[src/rtl/cpu_clk_sched.sv]
// cpu_clk_sched
// Clock-enable scheduler and run-control sequencer for the NES core.
// Everything runs on clk_ppu. The CPU cycle enable (cpu_ce) and the M2
// enable (cpum2_ce) are derived from a small phase counter that advances
// only while the timebase is enabled (ppu_ce). A run-control FSM gates the
// timebase for halt / run / N-cycle step debug control, and a short
// sequencer holds the CPU in reset for a fixed number of CPU cycles after
// the scheduler leaves reset.
//
// All outputs are decoded from registers only; no input reaches an output
// combinationally.

module cpu_clk_sched #(
    parameter bit START_HALTED  = 1'b0,
    parameter int RST_CPU_DELAY = 2,
    parameter int STEP_W        = 16
) (
    input  logic              clk_ppu,
    input  logic              rst_ppu,
    input  logic              pal_mode,
    input  logic              run_req,
    input  logic              halt_req,
    input  logic              step_req,
    input  logic [STEP_W-1:0] step_count,
    output logic              ppu_ce,
    output logic              cpum2_ce,
    output logic              cpu_ce,
    output logic              rst_cpu,
    output logic              halted,
    output logic [1:0]        state,
    output logic [31:0]       cpu_cycles
);

    // Run-control states; encoding is visible on the state port.
    typedef enum logic [1:0] {
        ST_RESET = 2'd0,
        ST_RUN   = 2'd1,
        ST_HALT  = 2'd2,
        ST_STEP  = 2'd3
    } state_e;

    localparam logic [STEP_W-1:0] REM_ZERO = {STEP_W{1'b0}};
    localparam logic [STEP_W-1:0] REM_ONE  = {{(STEP_W-1){1'b0}}, 1'b1};
    localparam logic [3:0]        RST_DLY  = 4'(RST_CPU_DELAY);

    // ------------------------------------------------------------------
    // Registers and their next-state values
    // ------------------------------------------------------------------
    state_e              state_q,     state_d;
    logic [1:0]          cnt_q,       cnt_d;       // phase within a CPU cycle
    logic [2:0]          pseq_q,      pseq_d;      // PAL cycle index 0..4
    logic                pal_q,       pal_d;       // mode of the current CPU cycle
    logic                halt_pend_q, halt_pend_d;
    logic [STEP_W-1:0]   remaining_q, remaining_d;
    logic [3:0]          rst_cnt_q,   rst_cnt_d;
    logic                rst_cpu_q,   rst_cpu_d;
    logic [31:0]         cycles_q,    cycles_d;

    // Decoded timebase strobes
    logic ppu_ce_s;
    logic long_s;
    logic m2_hit_s;
    logic wrap_hit_s;
    logic cpum2_ce_s;
    logic cpu_ce_s;

    // Decode the enables from the registered state and phase.
    // A long (4-phase) CPU cycle is the 5th cycle of a PAL group.
    always_comb begin
        ppu_ce_s = (state_q == ST_RUN) || (state_q == ST_STEP);
        long_s   = pal_q && (pseq_q == 3'd4);
        if (long_s) begin
            m2_hit_s   = (cnt_q == 2'd2);
            wrap_hit_s = (cnt_q == 2'd3);
        end else begin
            m2_hit_s   = (cnt_q == 2'd1);
            wrap_hit_s = (cnt_q == 2'd2);
        end
        cpum2_ce_s = ppu_ce_s && m2_hit_s;
        cpu_ce_s   = ppu_ce_s && wrap_hit_s;
    end

    // Phase counter and PAL sequencing; the video mode is only picked up
    // at a CPU cycle boundary so a mode change never distorts a cycle.
    always_comb begin
        cnt_d  = cnt_q;
        pseq_d = pseq_q;
        pal_d  = pal_q;
        if (cpu_ce_s) begin
            cnt_d = 2'd0;
            pal_d = pal_mode;
            if (!pal_mode) begin
                pseq_d = 3'd0;
            end else if (!pal_q) begin
                // first PAL cycle after NTSC starts a fresh group
                pseq_d = 3'd0;
            end else if (pseq_q == 3'd4) begin
                pseq_d = 3'd0;
            end else begin
                pseq_d = pseq_q + 3'd1;
            end
        end else if (ppu_ce_s) begin
            cnt_d = cnt_q + 2'd1;
        end else begin
            // timebase frozen while halted or in reset state
            cnt_d = cnt_q;
        end
    end

    // Run-control FSM: next state, pending halt and step budget.
    // Halts are only taken on a cpu_ce cycle so a CPU cycle is never split.
    always_comb begin
        state_d     = state_q;
        halt_pend_d = halt_pend_q;
        remaining_d = remaining_q;
        case (state_q)
            ST_RESET: begin
                halt_pend_d = 1'b0;
                remaining_d = REM_ZERO;
                if (START_HALTED) begin
                    state_d = ST_HALT;
                end else begin
                    state_d = ST_RUN;
                end
            end
            ST_RUN: begin
                if (cpu_ce_s && (halt_pend_q || halt_req)) begin
                    state_d     = ST_HALT;
                    halt_pend_d = 1'b0;
                end else if (halt_req) begin
                    halt_pend_d = 1'b1;
                end else begin
                    halt_pend_d = halt_pend_q;
                end
            end
            ST_HALT: begin
                halt_pend_d = 1'b0;
                if (run_req) begin
                    state_d     = ST_RUN;
                    remaining_d = REM_ZERO;
                end else if (step_req && (step_count != REM_ZERO)) begin
                    state_d     = ST_STEP;
                    remaining_d = step_count;
                end else begin
                    state_d = ST_HALT;
                end
            end
            ST_STEP: begin
                if (cpu_ce_s && (halt_pend_q || halt_req)) begin
                    state_d     = ST_HALT;
                    halt_pend_d = 1'b0;
                    remaining_d = REM_ZERO;
                end else if (run_req && !halt_req) begin
                    // run cancels the step budget; a halt in the same cycle wins
                    state_d     = ST_RUN;
                    remaining_d = REM_ZERO;
                end else if (cpu_ce_s && (remaining_q == REM_ONE)) begin
                    state_d     = ST_HALT;
                    remaining_d = REM_ZERO;
                end else if (cpu_ce_s) begin
                    remaining_d = remaining_q - REM_ONE;
                    halt_pend_d = halt_pend_q || halt_req;
                end else begin
                    halt_pend_d = halt_pend_q || halt_req;
                end
            end
            default: begin
                state_d     = ST_RESET;
                halt_pend_d = 1'b0;
                remaining_d = REM_ZERO;
            end
        endcase
    end

    // CPU reset release: count cpu_ce pulses while the CPU is held in reset.
    always_comb begin
        rst_cnt_d = rst_cnt_q;
        rst_cpu_d = rst_cpu_q;
        if (rst_cpu_q && cpu_ce_s) begin
            rst_cnt_d = rst_cnt_q + 4'd1;
            if (rst_cnt_d >= RST_DLY) begin
                rst_cpu_d = 1'b0;
            end else begin
                rst_cpu_d = 1'b1;
            end
        end else begin
            rst_cnt_d = rst_cnt_q;
        end
    end

    // Free-running CPU cycle counter, wraps at 2^32.
    always_comb begin
        if (cpu_ce_s) begin
            cycles_d = cycles_q + 32'd1;
        end else begin
            cycles_d = cycles_q;
        end
    end

    // State register with synchronous reset; reset discards any pending
    // halt or step work.
    always_ff @(posedge clk_ppu) begin
        if (rst_ppu) begin
            state_q     <= ST_RESET;
            cnt_q       <= 2'd0;
            pseq_q      <= 3'd0;
            pal_q       <= 1'b0;
            halt_pend_q <= 1'b0;
            remaining_q <= REM_ZERO;
            rst_cnt_q   <= 4'd0;
            rst_cpu_q   <= 1'b1;
            cycles_q    <= 32'd0;
        end else begin
            state_q     <= state_d;
            cnt_q       <= cnt_d;
            pseq_q      <= pseq_d;
            pal_q       <= pal_d;
            halt_pend_q <= halt_pend_d;
            remaining_q <= remaining_d;
            rst_cnt_q   <= rst_cnt_d;
            rst_cpu_q   <= rst_cpu_d;
            cycles_q    <= cycles_d;
        end
    end

    // ------------------------------------------------------------------
    // Outputs (decoded from registers only)
    // ------------------------------------------------------------------
    assign ppu_ce     = ppu_ce_s;
    assign cpum2_ce   = cpum2_ce_s;
    assign cpu_ce     = cpu_ce_s;
    assign rst_cpu    = rst_cpu_q;
    assign halted     = (state_q == ST_HALT);
    assign state      = state_q;
    assign cpu_cycles = cycles_q;

endmodule

[config.mk]
export PLATFORM = sky130hd
export DESIGN_NAME = cpu_clk_sched
export DESIGN_NICKNAME = d
export VERILOG_FILES = /design/src/rtl/cpu_clk_sched.sv
export SDC_FILE = /design/constraint.sdc
export NUM_CORES = 1
export LEC_CHECK = 0
export BUFFER_PORTS_ARGS = -buffer_cell sky130_fd_sc_hd__buf_2
export CORE_ASPECT_RATIO = 1.5
export CORE_MARGIN = 2
export CORE_UTILIZATION = 60
export CTS_CLUSTER_SIZE = 12
export DETAILED_ROUTE_END_ITERATION = 8
export PLACE_DENSITY_LB_ADDON = 0.2
export SYNTH_ARGS = -nofsm -noshare
export SYNTH_HDL_FRONTEND = slang
export SYNTH_SLANG_ARGS = --single-unit
[constraint.sdc]
create_clock -name clk_ppu -period 5.8 [get_ports clk_ppu]
set_input_delay 0.87 -clock clk_ppu [delete_from_list [all_inputs] [get_ports clk_ppu]]
set_output_delay 0.87 -clock clk_ppu [all_outputs]
set_load 0.01 [all_outputs]
==> out/metrics.yaml, run 1 <==
slew_headroom_pct: 28.0
grt_pass1_vias: 2927
timing.fmax_ghz: 0.286
drc: 0
ir_worst_vdd_v: 0.000211
cp_common_cell: "inv_1"
ant_nets: 0
ios: 61
ys_types: 47
nNetsFinal: 472
initial_core_util_pct: 62.5
antenna_found_initial: 0
setup-tns-final_ps: 0
worst_path_max_delay_cell: "mux2i_1"
cts_resized: 0
wl_mm: 7.57
crit_path_max_fanout: 14
p_leak_nw: 1.43
fin_skew_ps: 10.1
yosys.area_share.simple_pct: 27.1
dpl.hpwl_mm: 5.45
port_buffers: 60
post_cts_buffers: 0
p_per_area_nw_per_um2: 222
synth_area_per_cell_sq_um: 8.39
first_iter_violations: 211
hold_path_class: "flop to flop"
clk_latency_ps: 340
critPathMaxStageDelay_ps: 760
worst_setup_path_start_kind: "flop"
synth_mux_area_share_pct: 1.55
postSynthNetCount: 417
dieArea_sq_um: 6000
synth_compound_area_share_pct: 15.6
vias_per_cell: 5.85
overflow: 0
status: "complete, no violations"
dr.pass1.iters: 4
synth_edf_count: 0
ys.warnings.count: 0
die_w_um: 63.9
synth-xor-area-share_pct: 8.95
synth_top_family_by_area: "simple AND/OR/NAND/NOR gates"
cts_tree: "built"
fin_crit_sh_pct: 60.3
clockRootBuffer: "clkbuf_8"
fin_crit_ps: 3500
synth_top_flop_cell: "dfxtp_1"
cts_buffers: 9
required_ps: 6060
htree_levels: 3
area_growth_pct: 14.7
cap_viol_max_count: 0
multiInputGateArea_sq_um: 1840
drive_gt1_share_pct: 18.0
finalHoldViolations: 0
grt_max_degree: 48
crit_path_end_kind: "flop"
cts_sinks: 62
crit_path_cell_trace: "inv_1, ha_1, and3_1, mux2i_1, inv_1, nand3_1, nor3b_2, a32oi_1, o2bb2ai_1"
rsz0062_at_grt: "false"
regArea_sq_um: 1240
crit_type: "flop to flop"
core_area_sq_um: 5160
grt_usage_pct: 26.7
slew_violations: 0
die_h_um: 93.9
syn_inst: 385
hold_slack_ps: 468
netlist_area_sq_um: 3230
antenna_cells: 0
cp.arrival_ps: 3760
grt_pass1_wl_mm: 12.7
vias: 3001
async_reset_ff_share_pct: 0
crit_buf_inv: 2
worst_slew_pin_slew_ps: 1080
synth_fa_ha_area_share_pct: 3.87
rows: 32
synth_seq_cells: 62
cts.clk_slew.worst_paths_ps: 70
post_drt_wl_per_cell_um: 14.8
crit_family: "simple AND/OR/NAND/NOR gates"
ys_seq_area_share_pct: 38.4
clk_path_buf_depth: 2
n_fill_cell: 413
setup-violations-final: 0
cts_hold_buffers: 0
gp_routability_congestion: 0.892
where the power goes:
part	internal, mW	switching (mW)	total, mW
registers	0.431	0.00748	0.438
clock network	0.165	0.163	0.328
logic	0.0219	0.0333	0.0552
total	0.617	0.204	0.821
cell type report:
cell class              instances  share of cell area [%]
clock inverters                 4                   0.608
repair buffers                 60                    8.11
multi-input cells             289                    49.7
well taps                      68                    2.30
flip-flops and latches         62                    33.5
clock buffers                  12                    3.92
inverters                      18                    1.82
path summary, 6_finish.rpt:
check / from / to / slack [ps] / cells after the start
min: rst_cpu / rst_cpu / 470 / 1
max: pseq_q[0] / remaining_q[11] / 2300 / 9
min reg2reg: rst_cpu / rst_cpu / 470 / 1
max reg2reg: pseq_q[0] / remaining_q[11] / 2300 / 9
cells by family after synthesis:
group,after synthesis
simple gates,168
compound gates,73
flops,62
buf+inv,34
xor+xnor,33
fa+ha+maj,10
mux,5
synth_stat cells, types with 5 or more instances:
cell type	count	area share, %
mux2i_1	5	1.5
a21oi_1	6	0.93
o21ai_0	25	3.9
xor2_1	15	4.1
ha_1	10	3.9
a22o_1	6	1.6
nand4_1	8	1.5
clkbuf_1	12	1.4
nor4_1	9	1.7
nand2b_1	5	0.97
a22oi_1	8	1.9
o2bb2ai_1	12	3.3
nand2_1	22	2.6
nand3_1	13	2.0
nor3_1	23	3.6
nor2_1	50	5.8
and3_1	6	1.2
inv_1	18	2.1
and2_1	5	0.97
or3_1	5	0.97
xnor2_1	18	4.9
dfxtp_1	62	38
per-stage QoR:
stage | area (sq um) | util, % | cells | setup WS [ps] | power [mW]
finish | 3700 | 71.7 | 513 | 2300 | 0.821
global route | 3700 | 71.7 | 513 | 1900 | 0.850
CTS | 3700 | 71.7 | 513 | 2320 | 0.827
detailed placement | 3540 | 68.5 | 497 | 2340 | 0.503
global placement | 3540 | 68.5 | 497 | 2480 | 0.502
floorplan | 3230 | - | 385 | 3580 | 0.483
placed cells by master (no fill, tap or decap), types with 2 or more instances in the layout:
| master | Yosys | final |
|---|---|---|
| dfxtp_1 | 62 | 62 |
| buf_2 | 2 | 60 |
| nor2_1 | 50 | 50 |
| o21ai_0 | 25 | 24 |
| nor3_1 | 23 | 23 |
| nand2_1 | 22 | 22 |
| inv_1 | 18 | 18 |
| xnor2_1 | 18 | 18 |
| xor2_1 | 15 | 15 |
| nand3_1 | 13 | 13 |
| o2bb2ai_1 | 12 | 12 |
| ha_1 | 10 | 10 |
| clkbuf_8 | 0 | 10 |
| nor4_1 | 9 | 9 |
| a22oi_1 | 8 | 8 |
| nand4_1 | 8 | 8 |
| and3_1 | 6 | 6 |
| a22o_1 | 6 | 6 |
| a21oi_1 | 6 | 6 |
| and2_1 | 5 | 5 |
| mux2i_1 | 5 | 5 |
| nand2b_1 | 5 | 5 |
| or3_1 | 5 | 5 |
| nor2b_1 | 4 | 4 |
| and4_1 | 4 | 4 |
| a32oi_1 | 4 | 4 |
| nor3b_1 | 4 | 4 |
| clkinv_2 | 0 | 3 |
| or2_2 | 2 | 2 |
| a31oi_1 | 2 | 2 |
| o221ai_1 | 2 | 2 |
| clkbuf_1 | 12 | 2 |
layer usage:
layer,track usage [%],part of all wire (%)
met3,6.12,5.2
met4,16.7,2.1
met2,46.1,52
met5,0,0
met1,29.1,41
state kept, by name (all words and copies together), names as in the netlist:
name / flops
cpu_cycles: 32
remaining_q: 16
rst_cnt_q: 4
pseq_q: 3
cnt_q: 2
state: 2
halt_pend_q: 1
pal_q: 1
rst_cpu: 1
(Power assumes the default switching activity.)
==> run 2: changes to the inputs <==
ABC_AREA = 1   (was default)
CORE_UTILIZATION = 57   (was 60)
clock period = 3.3 ns   (was 5.8 ns; I/O delays follow)
==> run 2 against run 1 <==
Power increased by 99%. Via count increased by 38%. Clock power increased by 120%. Count of clock-buffer cells in the layout decreased by 1. Clock skew decreased by 0.92 ps. Critical path depth decreased by 1. Highest routed layer unchanged. Global-route usage increased by 0.66 points. Synthesized cell count increased by 64%. Wire length increased by 32%. Critical endpoint is now cpu_ce. Flip-flop and latch count unchanged. Synthesized area increased by 21%.
==> out/metrics.yaml, run 2 <==
crit_type: "flop to primary output"
vias: 4147
ir_worst_vdd_v: 0.000276
rsz0062_at_grt: "false"
wl_mm: 9.97
overflow: 0
use_met3_pct: 3.25
vias_per_cell: 5.38
clk_path_buf_depth: 2
slew_headroom_pct: 48.6
cts_tree: "built"
p_leak_nw: 1.98
grt_pass1_vias: 3828
required_ps: 2800
synth_area_leaders: "dfxtp_1, nand2_1, nor2_1, a21oi_1, inv_1"
rows: 37
cap_viol_max_count: 0
die_h_um: 106
setup-violations-final: 0
p_per_area_nw_per_um2: 368
port_buffers: 60
timing.fmax_ghz: 0.386
yosysTopAreaCellShare_pct: 31.7
internal_power_mw: 1.20
antenna_found_initial: 0
initial_core_util_pct: 57.9
ios: 61
grtUsageMet2_pct: 50.8
grt_pass1_wl_mm: 16.8
cts_hold_buffers: 0
final_common_cell: "nand2_1"
grt_use_met1_pct: 30.7
drc: 0
top_usage_layer: "met2"
nNetsFinal: 720
gp_routability_congestion: 0.953
slew_violations: 0
post-synth-top-count-cell: "nand2_1"
largest_reg_flops: 32
first_iter_violations: 273
cts_buffers: 9
synth_area_per_cell_sq_um: 6.20
synth_top_flop_cell: "dfxtp_1"
dpl.hpwl_mm: 7.28
area_growth_pct: 13.5
netlist_area_sq_um: 3920
crit_path_end_kind: "primary output"
ys_types: 35
p_comb_share_pct: 9.8
status: "complete, no violations"
worst_setup_path_start_kind: "flop"
final_cell_mix: "nand2_1, nor2_1, inv_1, dfxtp_1, buf_2"
synth_seq_cells: 62
hold_path_class: "flop to flop"
die_w_um: 71.7
syn_inst: 631
ys.warnings.count: 0
dieArea_sq_um: 7560
seqPwrFrac_pct: 47.0
postSynthNetCount: 663
synth_top_area_cell: "dfxtp_1"
cp.arrival_ps: 2100
clockRootBuffer: "clkbuf_8"
fin_skew_ps: 9.15
htree_levels: 3
cts_resized: 0
synthTopCellsByCount: "nand2_1, nor2_1, dfxtp_1, inv_1, a21oi_1"
p_switching_mw: 0.436
cts.clk_slew.worst_paths_ps: 70
power_frac_clock_pct: 43.1
async_reset_ff_share_pct: 0
cts_sinks: 62
antenna_cells: 0
switching_share_pct: 26.7
ant_nets: 0
post_cts_buffers: 0
synth_edf_count: 0
fin_crit_sh_pct: 78.6
p_total_mw: 1.64
core_area_sq_um: 6760
grt_max_degree: 38
post_drt_wl_per_cell_um: 12.9
crit_path_max_fanout: 21
grt_usage_pct: 27.4
worst_slew_pin_slew_ps: 770
dr.pass1.iters: 4
finalHoldViolations: 0
ys_seq_area_share_pct: 31.7
setup-tns-final_ps: 0
clk_latency_ps: 340
drive_gt1_share_pct: 14.1
fin_crit_ps: 2590
-- run 2: cell count changes in the layout (fill, tap and decap cells not counted), sizes merged, moves of 9 or more --
cell and change:
o2bb2ai -12, inv +46, a21oi +41, nand3 +24, nor4 -9, xnor2 -12, nor2 +45, nand2 +187
-- run 2: final timing paths --
| kind | from | to | slack, ps | cells past startpoint |
|---|---|---|---|---|
| setup / recovery | pseq_q[0] | cpu_ce | 710 | 8 |
| hold / removal | rst_cnt_q[3] | rst_cnt_q[3] | 490 | 2 |
| setup reg to reg | pseq_q[0] | remaining_q[8] | 870 | 11 |
| hold reg to reg | rst_cnt_q[3] | rst_cnt_q[3] | 490 | 2 |
-- run 2: cells by family after synthesis --
| family | count (synthesis) | share of synthesized area (%) |
|---|---|---|
| buffers and inverters | 81 | 8.72 |
| AO/OA/AOI/OAI | 72 | 9.46 |
| flip-flops | 62 | 31.7 |
| adder cells (fa/ha/maj) | 10 | 3.20 |
| AND/OR/NAND/NOR | 390 | 43.3 |
| XOR/XNOR | 16 | 3.58 |
-- run 2: metal layers --
layer	share of wire (%)	up-vias	wire length, um
li1	-	2122	-
met1	40	1886	4010
met2	53	121	5300
met3	4.7	18	467
met4	2.0	0	197
met5	0	-	0
-- run 2: critical path: stages (launching register included) --
cell and delay (ps):
dfxtp_1 320, inv_1 90, ha_1 230, nand3_2 130, nand2_2 90, nand3_2 340, inv_1 140, buf_4 240
buf_2 170
-- run 2: cell type report --
cell class                 count  area, sq um
clock inverter                 5         57.6
multi-input combinational    488         2330
inverter                      64          240
clock buffer                  11          151
sequential                    62         1240
fill                         660         2320
timing repair buffer          63          323
tap                           78         97.6
-- run 2: stage by stage --
step                hold WS, ps  area (sq um)  instances  utilization (%)  setup WS, ps
detailed placement          472          4230        755             62.6           932
CTS                         481          4440        771             65.7           707
global route                499          4440        771             65.7           484
floorplan                   453          3920        631                -          1550
finish                      485          4440        771             65.7           708
global placement            465          4230        755             62.6          1030
-- run 2: power groups by stage --
stage / combinational (mW) / sequential [mW] / clock, mW
6_report: 0.161 / 0.769 / 0.706
5_1_grt: 0.183 / 0.770 / 0.742
4_1_cts: 0.162 / 0.769 / 0.712
3_5_place_dp: 0.160 / 0.787 / 0
3_3_place_gp: 0.157 / 0.786 / 0
2_1_floorplan: 0.120 / 0.783 / 0
==> run 3: changes to the inputs <==
clock period = 2.41 ns   (was 3.3 ns; I/O delays follow)
==> run 3 against run 2 <==
Sequential share of layout area grew 0.14 points. Hold slack lost 120 ps. Final area shrank 0.51%.
==> out/metrics.yaml, run 3 (synthesis gave the netlist of run 2 again) <==
cts_hold_buffers: 0
antenna_cells: 0
grt_pass1_wl_mm: 17.2
cap_viol_max_count: 0
grt_pass1_vias: 3906
crit_buf_inv: 4
cp.arrival_ps: 1870
slew_violations: 0
worst_setup_path_start_kind: "flop"
rows: 37
die_w_um: 71.7
worst_path_max_delay_cell: "dfxtp_1"
cp.depth: 8
ios: 61
area_growth_pct: 12.9
finalHoldViolations: 0
fin_crit_ps: 2230
antenna_found_initial: 0
clockRootBuffer: "clkbuf_8"
r2r_start: "pseq_q[0]"
ir_worst_vdd_v: 0.000357
largest_reg_flops: 32
fin_skew_ps: 4.38
p_leak_nw: 1.97
crit_family: "buffers and inverters"
setup-violations-final: 0
rr_endpoint: "remaining_q[1]"
drive_gt1_share_pct: 13.9
vias: 4155
dpl.hpwl_mm: 7.31
critPathMaxStageDelay_ps: 320
wl_mm: 10.1
gp_routability_congestion: 0.924
r2r_slack_ps: 320
status: "complete, no violations"
core_area_sq_um: 6760
vias_per_cell: 5.39
wl_met1_mm: 4.10
hold_path_class: "primary input to flop"
crit_type: "flop to primary output"
htree_levels: 3
p_total_mw: 2.07
ant_nets: 0
timing.fmax_ghz: 0.449
wl_met2_mm: 5.32
grt_max_degree: 38
cts_buffers: 9
crit_path_max_fanout: 17
post_drt_wl_per_cell_um: 13.1
cts_tree: "built"
dr.pass1.iters: 5
crit_path_end_kind: "primary output"
first_iter_violations: 230
worst-r2r-cell-count: 11
final_cell_mix: "nand2_1, nor2_1, inv_1, dfxtp_1, buf_2"
fin_crit_sh_pct: 92.4
setup-tns-final_ps: 0
top_layer: "met4"
required_ps: 2050
fin_util_pct: 65.4
nNetsFinal: 722
clk_latency_ps: 350
dpl_cell_area_sq_um: 4240
overflow: 0
clk_path_buf_depth: 2
cts.clk_slew.worst_paths_ps: 70
dieArea_sq_um: 7560
die_h_um: 106
worst_slew_pin_slew_ps: 762
crit_path_cell_trace: "inv_1, ha_1, nand3_2, nand2_2, nand3_2, inv_1, buf_6, buf_2"
final_common_cell: "nand2_1"
met3_length_um: 461
drc: 0
initial_core_util_pct: 57.9
port_buffers: 60
cts_sinks: 62
cp-endpoint: "cpu_ce"
stdcell_area_sq_um: 4420
p_per_area_nw_per_um2: 469
slew_headroom_pct: 49.1
grt_usage_pct: 28.2
startpoint: "pseq_q[0]"
rsz0062_at_grt: "false"
run 3: cell types whose count changed in the layout (fill, tap and decap cells not counted), sizes merged:
cell      previous run  this run
clkbuf              11        12
clkinv               1         2
buf                 63        65
clkinvlp             3         0
bufinv               1         0
run 3: how the worst min path moves through the flow:
stage	start	to	slack, ps	cells after the start
3_5_place_dp	rst_cnt_q[3]	rst_cnt_q[3]	470	2
4_1_cts	step_count[2]	remaining_q[2]	350	5
2_1_floorplan	rst_cnt_q[3]	rst_cnt_q[3]	450	2
5_1_grt	step_count[11]	remaining_q[11]	380	5
6_report	step_count[5]	remaining_q[5]	370	5
3_3_place_gp	rst_cnt_q[3]	rst_cnt_q[3]	460	2
run 3: repair_timing:
item | CTS | global route
setup buffers | 0 | 1
endpoints found under the setup margin | 0 | 2
gates resized for setup | 0 | 1
run 3: cell type report:
| type | instances | area, sq um |
|---|---|---|
| clock buffers | 12 | 145 |
| inverters | 64 | 240 |
| clock inverters | 2 | 10.0 |
| fillers | 633 | 2340 |
| repair buffers | 65 | 354 |
| multi-input cells | 488 | 2330 |
| flip-flops and latches | 62 | 1240 |
| well taps | 78 | 97.6 |
run 3: stage by stage:
step	setup slack [ps]	hold slack (ps)	cells
floorplan	740	453	631
global placement	340	462	756
detailed placement	268	475	756
CTS	126	351	770
global route	9.67	383	771
finish	182	367	771
run 3: worst register-to-register path: cells and delay by family, from the launching register on:
family	cells	cell delay (ps)
compound gates	1	110
flops	1	340
buf+inv	1	80
simple gates	8	1220
fa+ha+maj	1	250
run 3: routing by layer:
metal,vias up,track usage [%]
li1,2133,-
met1,1892,31.4
met2,116,51.3
met3,14,4.88
met4,0,12.0
met5,-,0
run 3: where the power goes:
part           internal (mW)  leakage [nW]  switching, mW
Sequential              1.04         0.500         0.0167
Clock                  0.387        0.0821          0.404
Combinational         0.0783          1.39          0.149
